File: config.mk
export PLATFORM = sky130hd
export DESIGN_NAME = lsu_mem_ctrl_flat
export DESIGN_NICKNAME = d
export VERILOG_FILES = /design/src/rtl/lsu_mem_ctrl_if.sv /design/src/rtl/lsu_mem_ctrl.sv /design/src/flat_wrapper.sv
export SDC_FILE = /design/constraint.sdc
export NUM_CORES = 1
export LEC_CHECK = 0
export ABC_AREA = 1
export BUFFER_PORTS_ARGS = -buffer_cell sky130_fd_sc_hd__buf_2
export CAP_MARGIN = 20
export CORE_UTILIZATION = 28
export CTS_CLUSTER_SIZE = 25
export DETAILED_ROUTE_END_ITERATION = 8
export HOLD_SLACK_MARGIN = 0.02
export PLACE_DENSITY_LB_ADDON = 0.25
export SYNTH_ARGS = -nofsm -noshare
export SYNTH_HDL_FRONTEND = slang
export SYNTH_SLANG_ARGS = --single-unit
File: constraint.sdc
create_clock -name clk -period 2.4 [get_ports clk]
set_clock_uncertainty 0.15 [all_clocks]
set_input_delay 0.48 -clock clk [delete_from_list [all_inputs] [get_ports clk]]
set_output_delay 0.48 -clock clk [all_outputs]
set_load 0.01 [all_outputs]
File: src/rtl/lsu_mem_ctrl_if.sv
// -----------------------------------------------------------------------------
// lsu_mem_ctrl_if
// Bundle of every handshake/bus signal of the memory-stage load/store
// controller: execute-side operation port, data-memory request/response port,
// and writeback/status outputs.
//
// Signals:
//   in_valid/in_ready/in_op/in_addr/in_wdata/in_rd   : operation from execute
//   mem_req_valid/mem_req_ready/mem_addr/mem_we/
//   mem_wstrb/mem_wdata                              : memory request
//   mem_rvalid/mem_rdata                             : memory load response
//   wb_valid/wb_rd/wb_data                           : load result to writeback
//   st_done                                          : store accepted pulse
//   fault/fault_addr                                 : misaligned-access pulse
//
// Modports:
//   slave  : the controller's view (lsu_mem_ctrl)
//   master : the surrounding core/memory view (execute, memory, writeback)
// -----------------------------------------------------------------------------
interface lsu_mem_ctrl_if #(
    parameter int RD_W = 5
);
    logic            in_valid;
    logic            in_ready;
    logic [3:0]      in_op;
    logic [63:0]     in_addr;
    logic [63:0]     in_wdata;
    logic [RD_W-1:0] in_rd;

    logic            mem_req_valid;
    logic            mem_req_ready;
    logic [63:0]     mem_addr;
    logic            mem_we;
    logic [7:0]      mem_wstrb;
    logic [63:0]     mem_wdata;
    logic            mem_rvalid;
    logic [63:0]     mem_rdata;

    logic            wb_valid;
    logic [RD_W-1:0] wb_rd;
    logic [63:0]     wb_data;
    logic            st_done;
    logic            fault;
    logic [63:0]     fault_addr;

    modport slave (
        input  in_valid, in_op, in_addr, in_wdata, in_rd,
        input  mem_req_ready, mem_rvalid, mem_rdata,
        output in_ready,
        output mem_req_valid, mem_addr, mem_we, mem_wstrb, mem_wdata,
        output wb_valid, wb_rd, wb_data, st_done, fault, fault_addr
    );

    modport master (
        output in_valid, in_op, in_addr, in_wdata, in_rd,
        output mem_req_ready, mem_rvalid, mem_rdata,
        input  in_ready,
        input  mem_req_valid, mem_addr, mem_we, mem_wstrb, mem_wdata,
        input  wb_valid, wb_rd, wb_data, st_done, fault, fault_addr
    );
endinterface

File: src/rtl/lsu_mem_ctrl.sv
// -----------------------------------------------------------------------------
// lsu_mem_ctrl
// RV64 memory-stage load/store controller. Accepts one decoded memory
// operation from execute, issues a single-outstanding request to an
// 8-byte-aligned data-memory port with byte strobes, and returns sign- or
// zero-extended load results to writeback. Execute is stalled through
// in_ready while an access is in flight (IDLE -> REQ -> [RESP] -> IDLE).
//
// Ports:
//   clk    : clock
//   rst_n  : asynchronous active-low reset
//   bus    : lsu_mem_ctrl_if.slave (operation, memory and writeback signals)
//
// Configuration macro:
//   LSU_MISALIGN_TRAP_EN : when defined, misaligned H/W/D accesses raise a
//                          one-cycle fault with the offending address and no
//                          memory request is made. When undefined, the low
//                          address bits below the access size are ignored and
//                          fault/fault_addr are tied to zero.
// -----------------------------------------------------------------------------
module lsu_mem_ctrl #(
    parameter int RD_W = 5
) (
    input  logic          clk,
    input  logic          rst_n,
    lsu_mem_ctrl_if.slave bus
);

    typedef enum logic [3:0] {
        LSU_NONE = 4'd0,
        LSU_LB   = 4'd1,
        LSU_LH   = 4'd2,
        LSU_LW   = 4'd3,
        LSU_LD   = 4'd4,
        LSU_LBU  = 4'd5,
        LSU_LHU  = 4'd6,
        LSU_LWU  = 4'd7,
        LSU_SB   = 4'd8,
        LSU_SH   = 4'd9,
        LSU_SW   = 4'd10,
        LSU_SD   = 4'd11
    } lsu_op_t;

    typedef enum logic [1:0] {
        ST_IDLE = 2'd0,
        ST_REQ  = 2'd1,
        ST_RESP = 2'd2
    } state_t;

    localparam logic [1:0] SZ_B = 2'd0;
    localparam logic [1:0] SZ_H = 2'd1;
    localparam logic [1:0] SZ_W = 2'd2;
    localparam logic [1:0] SZ_D = 2'd3;

    // ---------------------------------------------------------------- helpers
    function automatic logic op_is_load(input logic [3:0] op);
        case (op)
            LSU_LB, LSU_LH, LSU_LW, LSU_LD,
            LSU_LBU, LSU_LHU, LSU_LWU: op_is_load = 1'b1;
            default:                   op_is_load = 1'b0;
        endcase
    endfunction

    function automatic logic op_is_store(input logic [3:0] op);
        case (op)
            LSU_SB, LSU_SH, LSU_SW, LSU_SD: op_is_store = 1'b1;
            default:                        op_is_store = 1'b0;
        endcase
    endfunction

    function automatic logic [1:0] op_size(input logic [3:0] op);
        case (op)
            LSU_LB, LSU_LBU, LSU_SB: op_size = SZ_B;
            LSU_LH, LSU_LHU, LSU_SH: op_size = SZ_H;
            LSU_LW, LSU_LWU, LSU_SW: op_size = SZ_W;
            default:                 op_size = SZ_D;
        endcase
    endfunction

    function automatic logic [7:0] size_strb(input logic [1:0] sz);
        case (sz)
            SZ_B:    size_strb = 8'h01;
            SZ_H:    size_strb = 8'h03;
            SZ_W:    size_strb = 8'h0F;
            default: size_strb = 8'hFF;
        endcase
    endfunction

`ifdef LSU_MISALIGN_TRAP_EN
    function automatic logic is_misaligned(input logic [1:0] sz, input logic [2:0] off);
        case (sz)
            SZ_B:    is_misaligned = 1'b0;
            SZ_H:    is_misaligned = off[0];
            SZ_W:    is_misaligned = |off[1:0];
            default: is_misaligned = |off;
        endcase
    endfunction
`else
    // Without the trap, bits below the access size are simply dropped so the
    // access lands on its naturally aligned container.
    function automatic logic [2:0] align_off(input logic [1:0] sz, input logic [2:0] off);
        case (sz)
            SZ_B:    align_off = off;
            SZ_H:    align_off = {off[2:1], 1'b0};
            SZ_W:    align_off = {off[2], 2'b00};
            default: align_off = 3'b000;
        endcase
    endfunction
`endif

    // Right-justify the addressed lane of the doubleword, then extend.
    function automatic logic [63:0] load_extract(input logic [3:0]  op,
                                                 input logic [2:0]  off,
                                                 input logic [63:0] rdata);
        logic [63:0] r;
        r = rdata >> {off, 3'b000};
        case (op)
            LSU_LB:  load_extract = {{56{r[7]}},  r[7:0]};
            LSU_LH:  load_extract = {{48{r[15]}}, r[15:0]};
            LSU_LW:  load_extract = {{32{r[31]}}, r[31:0]};
            LSU_LBU: load_extract = {56'd0, r[7:0]};
            LSU_LHU: load_extract = {48'd0, r[15:0]};
            LSU_LWU: load_extract = {32'd0, r[31:0]};
            default: load_extract = r;
        endcase
    endfunction

    // ------------------------------------------------------------ decode (IDLE)
    state_t      r_state;
    state_t      w_next;

    logic        w_is_load;
    logic        w_is_store;
    logic [1:0]  w_sz;
    logic [2:0]  w_off;
    logic        w_misal;

    logic        w_accept;
    logic        w_fault;
    logic        w_st_done;
    logic        w_wb;

    logic [3:0]      r_op;
    logic [2:0]      r_off;
    logic [RD_W-1:0] r_rd;

    logic            r_mem_we;
    logic [63:0]     r_mem_addr;
    logic [7:0]      r_mem_wstrb;
    logic [63:0]     r_mem_wdata;
    logic            r_wb_valid;
    logic [RD_W-1:0] r_wb_rd;
    logic [63:0]     r_wb_data;
    logic            r_st_done;

    assign w_is_load  = op_is_load(bus.in_op);
    assign w_is_store = op_is_store(bus.in_op);
    assign w_sz       = op_size(bus.in_op);

`ifdef LSU_MISALIGN_TRAP_EN
    assign w_off   = bus.in_addr[2:0];
    assign w_misal = is_misaligned(w_sz, bus.in_addr[2:0]);
`else
    assign w_off   = align_off(w_sz, bus.in_addr[2:0]);
    assign w_misal = 1'b0;
`endif

    // -------------------------------------------------------------- FSM state
    always_ff @(posedge clk or negedge rst_n) begin
        if (!rst_n) begin
            r_state <= ST_IDLE;
        end else begin
            r_state <= w_next;
        end
    end

    always_comb begin
        w_next    = r_state;
        w_accept  = 1'b0;
        w_fault   = 1'b0;
        w_st_done = 1'b0;
        w_wb      = 1'b0;
        case (r_state)
            ST_IDLE: begin
                // NONE and unused codes fall through here and are dropped.
                if (bus.in_valid && (w_is_load || w_is_store)) begin
                    if (w_misal) begin
                        w_fault = 1'b1;
                    end else begin
                        w_accept = 1'b1;
                        w_next   = ST_REQ;
                    end
                end
            end
            ST_REQ: begin
                if (bus.mem_req_ready) begin
                    if (r_mem_we) begin
                        w_st_done = 1'b1;
                        w_next    = ST_IDLE;
                    end else begin
                        w_next    = ST_RESP;
                    end
                end
            end
            ST_RESP: begin
                if (bus.mem_rvalid) begin
                    w_wb   = 1'b1;
                    w_next = ST_IDLE;
                end
            end
            default: w_next = ST_IDLE;
        endcase
    end

    // ------------------------------------------------ operation capture (accept)
    // Internal bookkeeping for the load return path; only read after a
    // capture, so it carries no reset.
    always_ff @(posedge clk) begin
        if (w_accept) begin
            r_op  <= bus.in_op;
            r_off <= w_off;
            r_rd  <= bus.in_rd;
        end
    end

    // Memory request fields are registered at accept, so they are stable for
    // the whole REQ phase regardless of what execute does meanwhile.
    always_ff @(posedge clk or negedge rst_n) begin
        if (!rst_n) begin
            r_mem_we    <= 1'b0;
            r_mem_addr  <= '0;
            r_mem_wstrb <= '0;
            r_mem_wdata <= '0;
        end else if (w_accept) begin
            r_mem_we    <= w_is_store;
            r_mem_addr  <= {bus.in_addr[63:3], 3'b000};
            r_mem_wstrb <= w_is_store ? (size_strb(w_sz) << w_off) : 8'h00;
            r_mem_wdata <= bus.in_wdata << {w_off, 3'b000};
        end
    end

    // --------------------------------------------------- writeback / status
    always_ff @(posedge clk or negedge rst_n) begin
        if (!rst_n) begin
            r_wb_valid <= 1'b0;
            r_wb_rd    <= '0;
            r_wb_data  <= '0;
            r_st_done  <= 1'b0;
        end else begin
            r_wb_valid <= w_wb;
            r_st_done  <= w_st_done;
            if (w_wb) begin
                r_wb_rd   <= r_rd;
                r_wb_data <= load_extract(r_op, r_off, bus.mem_rdata);
            end
        end
    end

`ifdef LSU_MISALIGN_TRAP_EN
    logic        r_fault;
    logic [63:0] r_fault_addr;

    always_ff @(posedge clk or negedge rst_n) begin
        if (!rst_n) begin
            r_fault      <= 1'b0;
            r_fault_addr <= '0;
        end else begin
            r_fault <= w_fault;
            if (w_fault) begin
                r_fault_addr <= bus.in_addr;
            end
        end
    end

    assign bus.fault      = r_fault;
    assign bus.fault_addr = r_fault_addr;
`else
    assign bus.fault      = 1'b0;
    assign bus.fault_addr = 64'd0;
`endif

    // ---------------------------------------------------------------- outputs
    assign bus.in_ready      = (r_state == ST_IDLE);
    assign bus.mem_req_valid = (r_state == ST_REQ);
    assign bus.mem_addr      = r_mem_addr;
    assign bus.mem_we        = r_mem_we;
    assign bus.mem_wstrb     = r_mem_wstrb;
    assign bus.mem_wdata     = r_mem_wdata;
    assign bus.wb_valid      = r_wb_valid;
    assign bus.wb_rd         = r_wb_rd;
    assign bus.wb_data       = r_wb_data;
    assign bus.st_done       = r_st_done;

endmodule

File: src/flat_wrapper.sv
// flat-port wrapper written by rule: the top's interface ports become plain ports
module lsu_mem_ctrl_flat 
#(
    parameter int RD_W = 5
)
  (clk, rst_n, bus_in_valid, bus_in_op, bus_in_addr, bus_in_wdata, bus_in_rd, bus_mem_req_ready, bus_mem_rvalid, bus_mem_rdata, bus_in_ready, bus_mem_req_valid, bus_mem_addr, bus_mem_we, bus_mem_wstrb, bus_mem_wdata, bus_wb_valid, bus_wb_rd, bus_wb_data, bus_st_done, bus_fault, bus_fault_addr);
  lsu_mem_ctrl_if #(.RD_W(RD_W)) bus_i ();
  input  logic clk;
  input  logic rst_n;
  input wire logic [$bits(bus_i.in_valid)-1:0] bus_in_valid;
  input wire logic [$bits(bus_i.in_op)-1:0] bus_in_op;
  input wire logic [$bits(bus_i.in_addr)-1:0] bus_in_addr;
  input wire logic [$bits(bus_i.in_wdata)-1:0] bus_in_wdata;
  input wire logic [$bits(bus_i.in_rd)-1:0] bus_in_rd;
  input wire logic [$bits(bus_i.mem_req_ready)-1:0] bus_mem_req_ready;
  input wire logic [$bits(bus_i.mem_rvalid)-1:0] bus_mem_rvalid;
  input wire logic [$bits(bus_i.mem_rdata)-1:0] bus_mem_rdata;
  output wire logic [$bits(bus_i.in_ready)-1:0] bus_in_ready;
  output wire logic [$bits(bus_i.mem_req_valid)-1:0] bus_mem_req_valid;
  output wire logic [$bits(bus_i.mem_addr)-1:0] bus_mem_addr;
  output wire logic [$bits(bus_i.mem_we)-1:0] bus_mem_we;
  output wire logic [$bits(bus_i.mem_wstrb)-1:0] bus_mem_wstrb;
  output wire logic [$bits(bus_i.mem_wdata)-1:0] bus_mem_wdata;
  output wire logic [$bits(bus_i.wb_valid)-1:0] bus_wb_valid;
  output wire logic [$bits(bus_i.wb_rd)-1:0] bus_wb_rd;
  output wire logic [$bits(bus_i.wb_data)-1:0] bus_wb_data;
  output wire logic [$bits(bus_i.st_done)-1:0] bus_st_done;
  output wire logic [$bits(bus_i.fault)-1:0] bus_fault;
  output wire logic [$bits(bus_i.fault_addr)-1:0] bus_fault_addr;
  assign bus_i.in_valid = bus_in_valid;
  assign bus_i.in_op = bus_in_op;
  assign bus_i.in_addr = bus_in_addr;
  assign bus_i.in_wdata = bus_in_wdata;
  assign bus_i.in_rd = bus_in_rd;
  assign bus_i.mem_req_ready = bus_mem_req_ready;
  assign bus_i.mem_rvalid = bus_mem_rvalid;
  assign bus_i.mem_rdata = bus_mem_rdata;
  assign bus_in_ready = bus_i.in_ready;
  assign bus_mem_req_valid = bus_i.mem_req_valid;
  assign bus_mem_addr = bus_i.mem_addr;
  assign bus_mem_we = bus_i.mem_we;
  assign bus_mem_wstrb = bus_i.mem_wstrb;
  assign bus_mem_wdata = bus_i.mem_wdata;
  assign bus_wb_valid = bus_i.wb_valid;
  assign bus_wb_rd = bus_i.wb_rd;
  assign bus_wb_data = bus_i.wb_data;
  assign bus_st_done = bus_i.st_done;
  assign bus_fault = bus_i.fault;
  assign bus_fault_addr = bus_i.fault_addr;
  lsu_mem_ctrl #(.RD_W(RD_W)) u_core (.clk(clk), .rst_n(rst_n), .bus(bus_i));
endmodule
; Word level (Yosys, flattened, before mapping)
; Memory sizes are Yosys's and may differ from the RTL's.
; Cells that the tools add are included.
; W data, S select, Z words.
[classes]
eq_ne = 24
n_shift = 3
mux = 19
n_reduce_logical = 7
[op_table]
columns = op, n
row1 = $pmux W64 S6, 1
row2 = $shl A64 B6 Y64, 1
row3 = $shr A64 B6 Y64, 1
row4 = $eq A4 B3 Y1 const B, 7
row5 = $pmux W8 S3, 1
row6 = $eq A4 B2 Y1 const B, 4
row7 = $eq A4 B4 Y1 const B, 4
row8 = $mux W8, 2
row9 = $mux W1, 9
row10 = $pmux W3 S3, 1
row11 = $eq A4 B1 Y1 const B, 2
row12 = $mux W2, 4
row13 = $shl A8 B3 Y8, 1
row14 = $reduce_or A7 Y1, 1
row15 = $pmux W2 S3, 1
row16 = $eq A2 B1 Y1 const B, 2
row17 = $eq A2 B2 Y1 const B, 2
row18 = $logic_not A2 Y1, 2
row19 = $ne A2 B2 Y1 const B, 2
row20 = $reduce_or A4 Y1, 1
row21 = $reduce_and A3 Y1, 1
row22 = $ne A2 B1 Y1 const B, 1
row23 = $logic_and A1 B1 Y1, 1
row24 = $logic_or A1 B1 Y1, 1
[totals]
ff_bits = 219
rom_bits = 32
input_bits = 206
word_cells = 66
mem_count = 1
[memory_table]
columns = memory, words, width, rd, rd_clocked_by_memory_dff, write_ports, line
row1 = (name not given), 16, 2, 1, 0, 0, lsu_mem_ctrl.sv:72  ; case (op)

; Logic depth before layout (Yosys ltp)
; Gate-level depths: netlist of run 1.
[logic_depth]
word_depth = 10
depth_mapped = 13
mapped_depth_nobuf = 12

; Worst setup path after synthesis of run 1
; Ideal clock, no wire load.
[synth_timing]
path_type = in2reg
startpoint = input bus_in_op[0]
endpoint = register u_core.r_mem_wdata[62] (netlist: u_core.bus.mem_wdata[62])
setup_ns = 0.124
t_arrival_ns = 1.692
required_time_ns = 2.126
path_slack_ns = 0.433
stages = 10
n_path_buf = 1
cell_sequence = inv_1 -> ha_1 -> nand2_1 -> nand2_4 -> nand2_2 -> inv_2 -> clkbuf_1 -> nand3_1 -> nand3_1 -> nand3_1
[synth_between]
elab_chain_len = 7
word_cells_on_any_way = 25
classes_between = 13 x eq/ne / 1 x shift / 5 x mux / 5 x reduce/logical / 1 x memory
[synth_lines]
columns = element, line
row1 = start: declaration, flat_wrapper.sv:11  ; input wire logic [$bits(bus_i.in_op)-1:0] bus_in_op;
row2 = "parallel branches: the longest is 7 deep, another holds $mem_v2 Z16 W2", -
row3 = end signal: assignment, lsu_mem_ctrl.sv:238  ; r_mem_wdata <= bus.in_wdata << {w_off, 3'b000};
row4 = end: declaration, lsu_mem_ctrl.sv:150  ; logic [63:0] r_mem_wdata;
; Parallel ways; which one is timed is not known.
; A chain may end at the register's enable or synchronous reset.

; Final worst setup path of run 1
[layout_timing]
startpoint = input bus_in_op[1]
endpoint = register u_core.r_mem_wdata[43] (netlist: u_core.bus.mem_wdata[43])
[layout_between]
word_cells_on_any_way = 25
classes_between = 13 x eq/ne / 1 x shift / 5 x mux / 5 x reduce/logical / 1 x memory
[layout_lines]
columns = element, line
row1 = $mem_v2 Z16 W2 *, -
row2 = $eq A2 B2 Y1 (tied with other cells), lsu_mem_ctrl.sv:102  ; case (sz)
row3 = $pmux W3 S3 *, lsu_mem_ctrl.sv:102
row4 = via u_core.w_off[2], lsu_mem_ctrl.sv:135  ; logic [2:0] w_off;
row5 = $shl A64 B6 Y64 *, lsu_mem_ctrl.sv:238
; The timed path passes the listed nets; every way through them passes the cells marked *.

==> flow_metrics.py, run 1 <==
metrics = {
    "die": {
        "num_io_pins": 481,
        "fp-row-count": 78,
        "initial_core_util_pct": 28.5,
        "die_w_um": 218,
        "dieArea_um2": 47400,
        "core_region_area_um2": 45700,
        "die-height_um": 218,
    },
    "clock_network": {
        "cts-htree-levels": 1,
        "cts_buffers": 29,
        "max-clock-path-buffers": 3,
        "clkSlewWorstSetupHoldPaths_ns": 0.06,
        "clock_latency_ns": 0.58,
        "clock_sinks": 219,
        "cts_root_buf": "clkbuf_16",
        "cts_tree": "done",
    },
    "synthesis": {
        "synth_ff_type": "dfrtp_1",
        "async_flop_share_pct": 94.5,
        "syn_area_um2": 13000,
        "avgSynthCellArea_um2": 7.08,
        "yosysWarnings": 0,
        "synth_edf_count": 12,
        "seq_area_frac_synth_pct": 42.5,
        "ys_types": 37,
        "ys_seq_elements": 219,
        "syn_inst": 1841,
    },
    "routing": {
        "wl_met3_um": 4480,
        "drt_iter0_drc": 1176,
        "highest-signal-layer": "met5",
        "drc": 0,
        "wire_per_inst_um": 18.4,
        "wl_met2_um": 26200,
        "vias": 14100,
        "wl_met1_um": 21700,
        "drtPass1Iterations": 6,
        "avgViaCountPerCell": 4.79,
        "wl_um": 53900,
        "drtAntennaViolNets": 0,
    },
    "cells_and_area": {
        "drive_gt1_share_pct": 26.5,
        "utilization_pct": 38.4,
        "num-nets-final": 2521,
        "syn2layout_area_growth_pct": 34.5,
        "seq_area_um2": 5540,
        "fill_cells": 4908,
        "multi_input_area_um2": 6190,
    },
    "critical_path": {
        "crit_chain": "dlygate4sd3_1, buf_4, inv_1, ha_1, nor2_1, nand2_1, nand2_4, buf_12, nor2_4, nor2_4, nor2_4, buf_4, clkbuf_16, nand3_1, nand3_1",
        "ff2ff_path_depth": 6,
        "critPathSlowestCell": "dlygate4sd3_1",
        "cp-end-kind": "register",
        "crit_top_cell": "nor2_4",
        "worstSetupStartpointType": "primary input",
        "crit_required_ns": 2.75,
        "cpPeakStageDelay_ns": 0.58,
        "r2r_start": "u_core.r_off[0]",
        "cp_max_fo": 19,
        "r2r_end": "u_core.bus.wb_data[4]",
        "regToRegSetupSlack_ns": 0.15,
        "cp.arrival_ns": 2.66,
        "critPathKind": "primary input to register",
    },
    "global_routing": {
        "first_global_vias": 13800,
        "antenna_found_initial": 6,
        "grt_pass1_wl_um": 79500,
        "grt_max_degree": 80,
        "grtUsageTotal_pct": 21.8,
        "overflow": 0,
    },
    "power": {
        "power_switching_w": 0.00723,
        "power_leakage_nw": 9.53,
        "power.density_nw_per_um2": 1040,
        "p_comb_share_pct": 41.0,
        "swShare_pct": 39.7,
        "vdd.ir_drop.worst_v": 0.000632,
        "seqPwrFrac_pct": 35.8,
        "p_int_w": 0.0110,
        "clkPwrFrac_pct": 23.3,
    },
    "hold_path": {
        "hp-class": "primary input to register",
        "min_path_cells": 3,
        "hp-start": "bus_mem_req_ready",
        "hold_end": "u_core.bus.st_done",
    },
    "job": {
        "maxCapViolCount": 0,
    },
    "placement": {
        "io_buffers": 412,
        "dp_hpwl_um": 40000,
        "place.gp.congestion": 0.965,
    },
    "sta": {
        "fin_crit_sh_pct": 96.3,
        "maxSlewViolCount": 0,
        "slew_headroom_pct": 48.7,
        "timing.fmax_mhz": 433,
        "worst_pin_slew_ns": 0.762,
        "post-route-min-period_ns": 2.31,
        "whs_ns": 0.0246,
        "finalSetupViolCount": 0,
        "hold_viol": 0,
    },
    "run_status": {
        "status": "completed",
    },
}
[layer usage]
layer / track usage (%) / vias up
met3: 4.87 / 99
met1: 27.0 / 6687
met5: 0 / -
met2: 37.7 / 589
li1: - / 6683
met4: 6.39 / 4
[critical path, delay by kind of cell]
kind | cells | cell delay [ns]
buffers and inverters | 6 | 1.33
AND/OR/NAND/NOR | 8 | 0.68
adder cells (fa/ha/maj) | 1 | 0.16
[power by group through the flow]
| stage | Sequential [W] | Clock, W | Combinational, W |
|---|---|---|---|
| 5_1_grt | 0.00670 | 0.00454 | 0.00829 |
| 6_report | 0.00651 | 0.00424 | 0.00745 |
| 2_1_floorplan | 0.00710 | 0 | 0.00331 |
| 3_3_place_gp | 0.00653 | 0 | 0.00729 |
| 3_5_place_dp | 0.00654 | 0 | 0.00736 |
| 4_1_cts | 0.00652 | 0.00438 | 0.00748 |
[stage by stage]
step           TNS (ns)  instances  worst slack (ns)  power [W]  area, µm²
2_1_floorplan         0       1908             0.433     0.0104      13300
3_3_place_gp          0       2800            0.0307     0.0138      15700
3_5_place_dp          0       2800            0.0399     0.0139      15700
4_1_cts               0       2923            0.0176     0.0184      17400
5_1_grt         -0.0218       2934           -0.0106     0.0195      17500
6_report              0       2936            0.0882     0.0182      17500
[registers in the layout, indices dropped and copies added (netlist names)]
signal	count
u_core.bus.mem_wdata	64
u_core.bus.wb_data	64
u_core.bus.mem_addr	61
u_core.bus.mem_wstrb	8
u_core.bus.wb_rd	5
u_core.r_rd	5
u_core.r_op	4
u_core.r_off	3
u_core.r_state	2
u_core.bus.mem_we	1
u_core.bus.st_done	1
u_core.bus.wb_valid	1
[worst max-delay path by stage]
stage | slack, ns | endpoint | start | cells after the start
after floorplan | 0.43 | u_core.bus.mem_wdata[62] | bus_in_op[0] | 10
after global placement | 0.03 | u_core.bus.wb_data[36] | u_core.r_off[0] | 8
after detailed placement | 0.04 | u_core.bus.wb_data[5] | u_core.r_off[0] | 7
after CTS | 0.02 | u_core.bus.wb_data[5] | u_core.r_off[0] | 7
after global routing | -0.01 | u_core.bus.mem_wdata[57] | bus_in_op[1] | 15
final | 0.09 | u_core.bus.mem_wdata[43] | bus_in_op[1] | 15
[cell usage in the layout, fill, tap and decap left out, types with 23 or more instances in the layout]
cell type | synthesis | routed
nor2_1 | 128 | 128
nand4_1 | 56 | 56
clkbuf_16 | 0 | 32
buf_2 | 55 | 410
conb_1 | 1 | 68
dfrtp_1 | 207 | 207
nand3_1 | 238 | 237
buf_4 | 78 | 50
inv_1 | 101 | 99
nand2_1 | 699 | 698
dlygate4sd3_1 | 0 | 71
or2_2 | 55 | 55
o21ai_0 | 75 | 75
buf_12 | 0 | 23
[kinds of logic after synthesis]
family                   count (synthesis)  synth area share, %
AO/OA/AOI/OAI                          121                 5.02
adder cells (fa/ha/maj)                  4                0.384
buffers and inverters                  296                 12.1
flip-flops                             219                 42.5
other                                    1               0.0288
AND/OR/NAND/NOR                       1200                 39.9
[cell usage after synthesis, types with 3 or more instances]
cell type	number	area (µm²)
buf_2	55	275
o31ai_1	7	52.6
clkbuf_1	30	113
buf_4	78	586
nor2_2	3	18.8
o21ai_0	75	375
nor2_1	128	480
edfxtp_1	12	360
o211ai_1	10	75.1
buf_6	13	146
nor3_2	4	40.0
o21ai_1	11	55.1
nand3_1	238	1190
or2_2	55	344
nand2_4	3	33.8
nand2_1	699	2620
inv_2	5	18.8
ha_1	4	50.1
inv_1	101	379
nand4_1	56	350
a21oi_1	15	75.1
buf_1	11	41.3
dfrtp_1	207	5180
nand3_2	4	40.0
[final cells by class]
type,count,share of cell area (%)
multi-input combinational,1393,35.3
sequential,219,31.6
timing repair buffer,560,21.2
tap,600,4.28
clock buffer,40,4.66
clock inverter,12,0.614
antenna,4,0.0571
inverter,108,2.33
[repair_timing]
| action | CTS | global route |
|---|---|---|
| setup buffers | 0 | 6 |
| resized for setup | 0 | 7 |
| endpoints found under the setup margin | 0 | 27 |
| hold buffers | 71 | 0 |
| hold endpoints to repair | 120 | 0 |
Note: power is estimated with default switching activity, not from simulation.
==> run 2, diff against run 1 <==
ABC_AREA = not set   (was 1)
PLACE_DENSITY_LB_ADDON = not set   (was 0.25)
==> run 2 against run 1 <==
  * Critical endpoint is now u_core.bus.mem_wdata[56]
  * Largest cell class is now sequential cells
  * Clock power grew 1%
  * Area after synthesis is 10% lower
  * Fmax down 2.1%
  * Synthesized cell count is 34% lower
  * Global-route usage down 1.6 points
  * Routed wire length decreased by 17%
  * Register-to-register slack worse by 0.07 ns
==> flow_metrics.py, run 2 <==
metrics = {
    "synthesis": {
        "syn_area_um2": 11700,
        "synthTopCellsByArea": "dfrtp_1 (44%), nand2_1 (9.8%), mux2i_1 (7.6%)",
        "seq_area_frac_synth_pct": 47.5,
        "yosysTopAreaCell": "dfrtp_1",
        "yosys-top-cells-count": "nand2_1 (306), dfrtp_1 (207), mux2i_1 (89)",
        "synth_ff_type": "dfrtp_1",
        "syn_inst": 1206,
        "yosysTopAreaCellShare_pct": 44.4,
        "yosysWarnings": 0,
        "yosysMostFrequentCell": "nand2_1",
        "ys_types": 60,
        "avgSynthCellArea_um2": 9.68,
        "async_flop_share_pct": 94.5,
        "synth_edf_count": 12,
        "ys_seq_elements": 219,
    },
    "sta": {
        "slew_headroom_pct": 53.6,
        "post-route-min-period_ns": 2.36,
        "finalSetupViolCount": 0,
        "setup_ws_ns": 0.0381,
        "maxSlewViolCount": 0,
        "fin_crit_sh_pct": 98.4,
        "timing.fmax_mhz": 423,
        "worst_pin_slew_ns": 0.693,
        "hold_viol": 0,
    },
    "placement": {
        "place_ws_ns": -0.577,
        "dp_hpwl_um": 33100,
        "io_buffers": 412,
        "placedCellCount": 2187,
        "place.gp.congestion": 0.898,
    },
    "critical_path": {
        "r2r_start": "u_core.r_off[0]",
        "cp-end-kind": "register",
        "r2r_end": "u_core.bus.wb_data[53]",
        "crit_required_ns": 2.69,
        "crit_chain": "buf_2, inv_12, ha_1, or4b_4, a21bo_4, buf_4, mux2i_2, mux2i_1, a221o_1",
        "cp.arrival_ns": 2.65,
        "cpPeakStageDelay_ns": 0.50,
        "regToRegSetupSlack_ns": 0.08,
        "ff2ff_path_depth": 7,
        "critPathKind": "primary input to register",
        "cp_max_fo": 11,
        "worstSetupStartpointType": "primary input",
        "critPathSlowestCell": "or4b_4",
    },
    "clock_network": {
        "cts-htree-levels": 1,
        "clock_latency_ns": 0.56,
        "cts_buffers": 28,
        "cts_root_buf": "clkbuf_16",
        "clock_sinks": 219,
        "clkSlewWorstSetupHoldPaths_ns": 0.06,
        "postCtsSetupBuffers": 0,
        "cts_tree": "done",
        "max-clock-path-buffers": 3,
    },
    "run_status": {
        "status": "completed",
    },
    "power": {
        "p_comb_share_pct": 39.4,
        "seqPwrFrac_pct": 36.6,
        "vdd.ir_drop.worst_v": 0.000553,
        "clkPwrFrac_pct": 24.1,
        "power.density_nw_per_um2": 1070,
        "power_switching_w": 0.00675,
        "power_leakage_nw": 8.47,
        "p_int_w": 0.0110,
        "swShare_pct": 37.9,
    },
    "routing": {
        "drc": 0,
        "drtPass1Iterations": 5,
        "wl_um": 44900,
        "wire_per_inst_um": 19.5,
        "vias": 11300,
        "drt_iter0_drc": 721,
        "avgViaCountPerCell": 4.90,
        "drtAntennaViolNets": 0,
    },
    "hold_path": {
        "hp-start": "bus_in_wdata[5]",
        "hold_end": "u_core.bus.mem_wdata[5]",
        "hp-class": "primary input to register",
        "min_path_cells": 2,
    },
    "cells_and_area": {
        "num-nets-final": 1963,
        "drive_gt1_share_pct": 37.0,
        "layout_commonest_cell": "buf_2",
        "most-common-layout-cells": "buf_2 (411), nand2_1 (305), dfrtp_1 (207), buf_4 (100), mux2i_1 (83)",
        "diodes": 0,
        "instances_no_fill": 2307,
        "syn2layout_area_growth_pct": 42.8,
    },
    "global_routing": {
        "first_global_vias": 11300,
        "antenna_found_initial": 2,
        "grt_max_degree": 83,
        "grt_pass1_wl_um": 66100,
        "grtUsageTotal_pct": 20.2,
        "use_met2_pct": 35.1,
        "use_met3_pct": 4.51,
        "met1_usage_pct": 24.2,
        "overflow": 0,
        "grt_most_used_layer": "met2",
    },
    "die": {
        "die_w_um": 206,
        "num_io_pins": 481,
        "dieArea_um2": 42500,
        "initial_core_util_pct": 28.5,
        "fp-row-count": 74,
        "core_region_area_um2": 40900,
        "die-height_um": 206,
    },
    "job": {
        "maxCapViolCount": 0,
    },
}
-- run 2: worst max-delay path by stage --
stage / from / end / slack (ns) / depth (start not counted)
2_1_floorplan: bus_in_op[0] / u_core.bus.mem_wdata[62] / -0.29 / 10
3_3_place_gp: bus_in_op[0] / u_core.bus.mem_wdata[50] / -0.47 / 9
3_5_place_dp: bus_in_op[0] / u_core.bus.mem_wdata[61] / -0.58 / 10
4_1_cts: u_core.r_off[0] / u_core.bus.wb_data[53] / 0.02 / 7
5_1_grt: bus_in_op[0] / u_core.bus.mem_wdata[33] / -0.01 / 9
6_report: bus_in_op[0] / u_core.bus.mem_wdata[56] / 0.04 / 9
-- run 2: repair_timing --
item,4_1_cts,5_1_grt
pin swaps,0,2
hold buffers,68,0
endpoints found under the setup margin,1,34
endpoints found under the hold margin,117,0
gates resized for setup,1,10
gates cloned,0,0
-- run 2: per-stage QoR --
stage / util [%] / hold slack, ns / TNS, ns / instance area (µm²) / total power [W]
floorplan: - / 0.0344 / -3.89 / 12000 / 0.00999
global placement: 36.6 / 0.274 / -52.21 / 15000 / 0.0134
detailed placement: 36.6 / 0.284 / -59.33 / 15000 / 0.0135
CTS: 40.6 / 0.0284 / 0 / 16600 / 0.0180
global route: 40.7 / 0.0647 / -0.00992 / 16700 / 0.0189
finish: 40.7 / 0.0675 / 0 / 16700 / 0.0178
-- run 2: area by class of cell --
cell class / instances / area [µm²]
fillers: 4033 / 24300
flip-flops and latches: 219 / 5540
multi-input cells: 890 / 5530
repair buffers: 600 / 3900
clock buffers: 42 / 865
well taps: 532 / 666
inverters: 14 / 83.8
clock inverters: 10 / 78.8
-- run 2: cells by family (layout without fill, tap and decap cells) --
| family | after synthesis | count (layout) | synth area share (%) |
|---|---|---|---|
| and+or+nand+nor | 412 | 412 | 14.5 |
| AOI/OAI and AO/OA | 273 | 273 | 16.5 |
| DFF | 219 | 219 | 47.5 |
| buffers and inverters | 164 | 666 | 8.17 |
| muxes | 132 | 132 | 12.8 |
| adders and majority gates | 4 | 4 | 0.429 |
| other | 1 | 68 | 0.0321 |
| xor gates and xnor gates | 1 | 1 | 0.0751 |
-- run 2: power by group through the flow --
stage          clock network, W  logic [W]  registers, W
2_1_floorplan                 0    0.00286       0.00713
3_3_place_gp                  0    0.00683       0.00652
3_5_place_dp                  0    0.00693       0.00653
4_1_cts                 0.00442    0.00704       0.00651
5_1_grt                 0.00456    0.00768       0.00670
6_report                0.00429    0.00701       0.00651
-- run 2: critical path, delay by kind of cell --
kind                       cells  cell delay, ns
buffers and inverters          3            0.42
muxes                          2            0.38
and+or+nand+nor                1            0.50
AOI/OAI and AO/OA              2            0.64
adders and majority gates      1            0.23
-- run 2: layer usage --
layer | share of wire (%) | up-vias
met5 | 0.060 | -
met4 | 3.3 | 4
met3 | 8.0 | 98
met2 | 49 | 512
met1 | 39 | 5494
li1 | - | 5191
